**config.mk**
```make
export PLATFORM = sky130hd
export DESIGN_NAME = brick_field_draw
export DESIGN_NICKNAME = d
export VERILOG_FILES = /design/src/rtl/brick_field_draw.sv
export SDC_FILE = /design/constraint.sdc
export NUM_CORES = 1
export LEC_CHECK = 0
export CORE_AREA = 2 2 93 95
export DETAILED_ROUTE_END_ITERATION = 7
export DIE_AREA = 0 0 95 97
export GPL_TIMING_DRIVEN = 1
export PLACE_DENSITY = 0.5
export SLEW_MARGIN = 25
export SYNTH_ARGS = -nofsm -noshare
export SYNTH_HDL_FRONTEND = slang
export SYNTH_SLANG_ARGS = --single-unit
```
**constraint.sdc**
```tcl
create_clock -name clk -period 2.7 [get_ports clk]
set_input_delay 0.405 -clock clk [delete_from_list [all_inputs] [get_ports clk]]
set_output_delay 0.405 -clock clk [all_outputs]
set_load 0.005 [all_outputs]
```
**src/rtl/brick_field_draw.sv**
```systemverilog
`default_nettype none
// ============================================================================
//  Module      : brick_field_draw
//  Description : Brick wall renderer. On a go pulse it walks every brick slot
//                in row-major order, reads the slot health from brick memory
//                and emits one pixel write per clock for each live brick's
//                rectangle. Outputs feed the brick inputs of draw_mux.
//                Optional feature macro: BRICK_ERASE_EN (dead slots are drawn
//                black instead of being skipped).
//  Revision    : 1.0 - initial release
// ============================================================================
module brick_field_draw #(
    parameter int COLS     = 8,
    parameter int ROWS     = 4,
    parameter int BRICK_W  = 16,
    parameter int BRICK_H  = 4,
    parameter int ORIGIN_X = 16,
    parameter int ORIGIN_Y = 8,
    parameter int ADDR_W   = 10
) (
    input  logic              clk,
    input  logic              reset,
    input  logic              go,
    input  logic [1:0]        mem_health,
    output logic [ADDR_W-1:0] mem_addr,
    output logic [9:0]        x_out,
    output logic [9:0]        y_out,
    output logic [2:0]        colour,
    output logic              writeEn,
    output logic              busy,
    output logic              done
);

    localparam int COL_W = (COLS > 1)    ? $clog2(COLS)    : 1;
    localparam int ROW_W = (ROWS > 1)    ? $clog2(ROWS)    : 1;
    localparam int PX_W  = (BRICK_W > 1) ? $clog2(BRICK_W) : 1;
    localparam int PY_W  = (BRICK_H > 1) ? $clog2(BRICK_H) : 1;

    localparam logic [COL_W-1:0]  COL_LAST  = COL_W'(COLS - 1);
    localparam logic [PX_W-1:0]   PX_LAST   = PX_W'(BRICK_W - 1);
    localparam logic [PY_W-1:0]   PY_LAST   = PY_W'(BRICK_H - 1);
    localparam logic [ADDR_W-1:0] LAST_SLOT = ADDR_W'(ROWS * COLS - 1);

`ifdef BRICK_ERASE_EN
    localparam bit ERASE_EN = 1'b1;
`else
    localparam bit ERASE_EN = 1'b0;
`endif

    typedef enum logic [2:0] {
        S_IDLE  = 3'd0,
        S_FETCH = 3'd1,
        S_LATCH = 3'd2,
        S_DRAW  = 3'd3,
        S_NEXT  = 3'd4,
        S_DONE  = 3'd5
    } state_t;

    state_t           state;
    logic [COL_W-1:0] col;
    logic [ROW_W-1:0] row;
    logic [PX_W-1:0]  px;
    logic [PY_W-1:0]  py;

    logic [9:0] base_x;
    logic [9:0] base_y;
    logic       draw_slot;

    // Health to colour; health 0 maps to black so erased slots paint background
    function automatic logic [2:0] health_colour(input logic [1:0] h);
        case (h)
            2'd1:    health_colour = 3'b100;
            2'd2:    health_colour = 3'b110;
            2'd3:    health_colour = 3'b010;
            default: health_colour = 3'b000;
        endcase
    endfunction

    // Top-left pixel of the brick currently addressed by row/col
    assign base_x = 10'(ORIGIN_X) + 10'(col) * 10'(BRICK_W);
    assign base_y = 10'(ORIGIN_Y) + 10'(row) * 10'(BRICK_H);

    // A slot is rendered if it is live, or always when dead bricks are erased
    assign draw_slot = ERASE_EN || (mem_health != 2'd0);

    // Sweep state machine; all outputs are registered alongside the state
    always_ff @(posedge clk or posedge reset) begin
        if (reset) begin
            state    <= S_IDLE;
            col      <= '0;
            row      <= '0;
            px       <= '0;
            py       <= '0;
            mem_addr <= '0;
            x_out    <= '0;
            y_out    <= '0;
            colour   <= '0;
            writeEn  <= 1'b0;
            busy     <= 1'b0;
            done     <= 1'b0;
        end else begin
            done <= 1'b0;
            case (state)
                S_IDLE: begin
                    if (go) begin
                        state    <= S_FETCH;
                        busy     <= 1'b1;
                        col      <= '0;
                        row      <= '0;
                        px       <= '0;
                        py       <= '0;
                        mem_addr <= '0;
                    end
                end
                S_FETCH: begin
                    // mem_addr is already presented; memory answers next cycle
                    state <= S_LATCH;
                end
                S_LATCH: begin
                    colour <= health_colour(mem_health);
                    if (draw_slot) begin
                        state   <= S_DRAW;
                        writeEn <= 1'b1;
                        px      <= '0;
                        py      <= '0;
                        x_out   <= base_x;
                        y_out   <= base_y;
                    end else begin
                        state <= S_NEXT;
                    end
                end
                S_DRAW: begin
                    if (px == PX_LAST) begin
                        px    <= '0;
                        x_out <= base_x;
                        if (py == PY_LAST) begin
                            py      <= '0;
                            writeEn <= 1'b0;
                            state   <= S_NEXT;
                        end else begin
                            py    <= py + 1'b1;
                            y_out <= y_out + 10'd1;
                        end
                    end else begin
                        px    <= px + 1'b1;
                        x_out <= x_out + 10'd1;
                    end
                end
                S_NEXT: begin
                    if (mem_addr == LAST_SLOT) begin
                        state <= S_DONE;
                        done  <= 1'b1;
                    end else begin
                        mem_addr <= mem_addr + 1'b1;
                        if (col == COL_LAST) begin
                            col <= '0;
                            row <= row + 1'b1;
                        end else begin
                            col <= col + 1'b1;
                        end
                        state <= S_FETCH;
                    end
                end
                S_DONE: begin
                    busy  <= 1'b0;
                    state <= S_IDLE;
                end
                default: begin
                    state   <= S_IDLE;
                    writeEn <= 1'b0;
                    busy    <= 1'b0;
                end
            endcase
        end
    end

endmodule
`default_nettype wire

```
==> impl_metrics.env <==
export IMPL_status="complete, no violations"
export IMPL_pin_count=41
export IMPL_critPathRequiredTime_ns=2.90
export IMPL_finalWirelength_um=6963
export IMPL_antennaDiodeCount=0
export IMPL_hpwl_um=5053
export IMPL_leakagePower_nw=1.432
export IMPL_grt_max_degree=20
export IMPL_power_density_nw_per_um2=908.8
export IMPL_finalCritPeriodShare=0.8089
export IMPL_dr_first_iter_drc_count=171
export IMPL_maxSlewHeadroom=0.5308
export IMPL_core_area_um2=8134
export IMPL_p_sw_frac=0.3882
export IMPL_clock_sinks=49
export IMPL_r2r_cells=6
export IMPL_synth_fp_nets=319
export IMPL_cpMaxStageDelayCell="o211ai_1"
export IMPL_cap_violations=0
export IMPL_rsz0062_at_grt="false"
export IMPL_ys_seq_area_frac=0.4469
export IMPL_start_kind="register"
export IMPL_path_buf_inv=1
export IMPL_maxSlewViolCount=0
export IMPL_p_comb_frac=0.429
export IMPL_p_seq_frac=0.392
export IMPL_cts_buffers=5
export IMPL_setup_viol=0
export IMPL_synth_ff_type="dfrtp_1"
export IMPL_drive_gt1_frac=0.07759
export IMPL_crit_chain="ha_1 -> and3_1 -> o211ai_1 -> buf_4 -> nor2_1 -> a22o_1"
export IMPL_cts_tree="built"
export IMPL_wl_per_cell_um=15.37
export IMPL_die_area_um2=9215
export IMPL_synth_top_area_share=0.4469
export IMPL_tns_ns=0
export IMPL_first_global_vias=2324
export IMPL_stdcell_count=453
export IMPL_r2r_start="px[0]$_DFFE_PP0P_"
export IMPL_synth_cell_types=51
export IMPL_setup_worst_path_end_class="register"
export IMPL_drc=0
export IMPL_start_util=0.3373
export IMPL_cts_resized=0
export IMPL_vias=2423
export IMPL_gp_congestion=0.8406
export IMPL_clockRootBuffer="clkbuf_8"
export IMPL_rows=33
export IMPL_hp_class="input pin to async pin"
export IMPL_rrSetupSlack_ns=0.52
export IMPL_crit_type="register to register"
export IMPL_yosys_area_top_type="dfrtp_1"
export IMPL_worstReg2RegEnd="y_out[3]$_DFFE_PP0P_"
export IMPL_syn_to_final_growth_pct=23.71
export IMPL_syn_cell_area_um2=2744
export IMPL_ant_nets=0
export IMPL_grt_overflow=0
export IMPL_yosysWarnings=0
export IMPL_intPower_mw=1.887
export IMPL_cts_hold_buffers=0
export IMPL_slowest_delay_ns=0.61
export IMPL_cts_setup_buffers=0
export IMPL_fin_nets=362
export IMPL_fillers=808
export IMPL_skew_ns=0.01184
export IMPL_cts_buffer_depth=2
export IMPL_final_hold_viol_count=0
export IMPL_path_clk_slew_ns=0.09
export IMPL_synthCells=304
export IMPL_crit_arrival_ns=2.38
export IMPL_period_needed_ns=2.184
export IMPL_synth_seq_cells=49
export IMPL_p_switching_mw=1.198
export IMPL_register_area_um2=1226
export IMPL_die_w_um=95
export IMPL_max_clock_freq_ghz=0.4579
export IMPL_ir_worst_vdd_mv=0.3316
export IMPL_worst_pin_slew_ns=0.7006
export IMPL_dr_pass1_iters=4
export IMPL_synth_area_leaders="dfrtp_1 45%, o21ai_0 5.1%, ha_1 4.6%, nand2_1 4.1%, nand3_1 3.5%"
export IMPL_async_reset_ff_frac=1.000
export IMPL_vias_per_cell=5.349
export IMPL_grt_usage=0.1591
export IMPL_synth_edf_count=0
export IMPL_clkLatencyLatePin_ns=0.30
export IMPL_grt_pass1_wl_um=11780
export IMPL_crit_fanout=10
export IMPL_cp_top_family="compound AO/OA/AOI/OAI gates"
export IMPL_syn_avg_cell_area_um2=9.026
export IMPL_dp_cells=445
export IMPL_chipHeight_um=97
export IMPL_port_buffers=39
export IMPL_multiInputGateArea_um2=1388
export IMPL_clkPwrFrac=0.179
export IMPL_antenna_found_initial=0
export IMPL_htree_levels=2
[Yosys cell counts, types with 2 or more instances]
| library cell | number |
|---|---|
| or4_1 | 4 |
| and3_1 | 6 |
| inv_1 | 14 |
| mux2_2 | 5 |
| nand2b_1 | 2 |
| nor2_1 | 23 |
| buf_4 | 2 |
| xnor2_1 | 2 |
| a21o_1 | 2 |
| o22ai_1 | 4 |
| o211ai_1 | 2 |
| nand3_1 | 19 |
| a211oi_1 | 2 |
| dfrtp_1 | 49 |
| a21oi_1 | 14 |
| a22oi_1 | 2 |
| nor4_1 | 3 |
| nor3b_1 | 2 |
| a22o_1 | 3 |
| nand2_1 | 30 |
| nor2b_1 | 5 |
| and2_1 | 2 |
| and4_1 | 3 |
| buf_2 | 5 |
| mux2i_1 | 4 |
| o21ai_0 | 28 |
| ha_1 | 10 |
| nor3_1 | 11 |
| o31ai_1 | 7 |
| a2bb2oi_1 | 2 |
| nand4_1 | 6 |
| clkbuf_1 | 7 |
| a31oi_1 | 6 |
[state kept, by name (all words and copies together), names as in the netlist]
register and count:
colour 2, py 2, done 1, col 3
busy 1, mem_addr 10, y_out 10, px 4
writeEn 1, state 3, row 2, x_out 10
[power by group through the flow]
stage	clock, mW	sequential [mW]	combinational [mW]
6_report	0.552	1.21	1.32
5_1_grt	0.598	1.26	1.49
4_1_cts	0.573	1.21	1.33
3_5_place_dp	0	1.22	1.33
3_3_place_gp	0	1.23	1.32
2_1_floorplan	0	1.12	0.848
[routing by layer]
layer,share of wire,GRT usage,vias up
met2,0.46,0.2390,44
met1,0.50,0.2311,1174
met4,0.011,0.04571,0
met5,0,0,-
met3,0.033,0.03115,5
li1,-,-,1200
[layout by cell type, fill, tap and decap left out, drive strengths merged, types with 6 or more instances in the layout]
master,n
dfrtp,49
clkdlybuf4s50,39
nand2,30
o21ai,28
nor2,23
nand3,19
a21oi,14
inv,14
buf,12
nor3,11
ha,10
o31ai,7
clkbuf,7
and3,6
nand4,6
a31oi,6
[final cells by class]
| class | count | area share |
|---|---|---|
| Clock inverter | 1 | 0.008846 |
| Tap cell | 105 | 0.03870 |
| Multi-Input combinational cell | 226 | 0.4088 |
| Timing Repair Buffer | 51 | 0.1415 |
| Clock buffer | 7 | 0.02543 |
| Inverter | 14 | 0.01548 |
| Sequential cell | 49 | 0.3612 |
[per-stage QoR]
step	total power [mW]	setup WS [ns]	utilization	hold slack (ns)	cell area, um^2
final	3.085	0.5160	0.4173	0.4093	3395
after global routing	3.347	0.3969	0.4173	0.4517	3395
after CTS	3.117	0.5080	0.4173	0.4262	3395
after detailed placement	2.552	0.1914	0.4030	0.4844	3278
after global placement	2.549	0.2567	0.4030	0.4956	3278
after floorplan	1.965	0.8058	-	0.4761	2744
[cell families (layout without fill, tap and decap cells)]
family / count (synthesis) / after routing / synth area share
simple gates: 124 / 124 / 0.2335
fa+ha+maj: 10 / 10 / 0.04560
compound gates: 79 / 79 / 0.1806
xor+xnor: 3 / 3 / 0.009578
other cells: 1 / 1 / 0.001367
buf+inv: 29 / 73 / 0.04742
mux: 9 / 9 / 0.03511
flops: 49 / 49 / 0.4469
[worst max-delay path by stage]
stage | from | to | slack, ns | depth (start not counted)
2_1_floorplan | px[0]$_DFFE_PP0P_ | y_out[7]$_DFFE_PP0P_ | 0.81 | 7
3_3_place_gp | mem_health[0] | y_out[7]$_DFFE_PP0P_ | 0.26 | 7
3_5_place_dp | mem_health[0] | y_out[7]$_DFFE_PP0P_ | 0.19 | 7
4_1_cts | px[0]$_DFFE_PP0P_ | y_out[3]$_DFFE_PP0P_ | 0.51 | 6
5_1_grt | state[2]$_DFFE_PP0P_ | y_out[7]$_DFFE_PP0P_ | 0.40 | 4
6_report | px[0]$_DFFE_PP0P_ | y_out[3]$_DFFE_PP0P_ | 0.52 | 6
No activity file was read; power rests on OpenSTA's default activity.
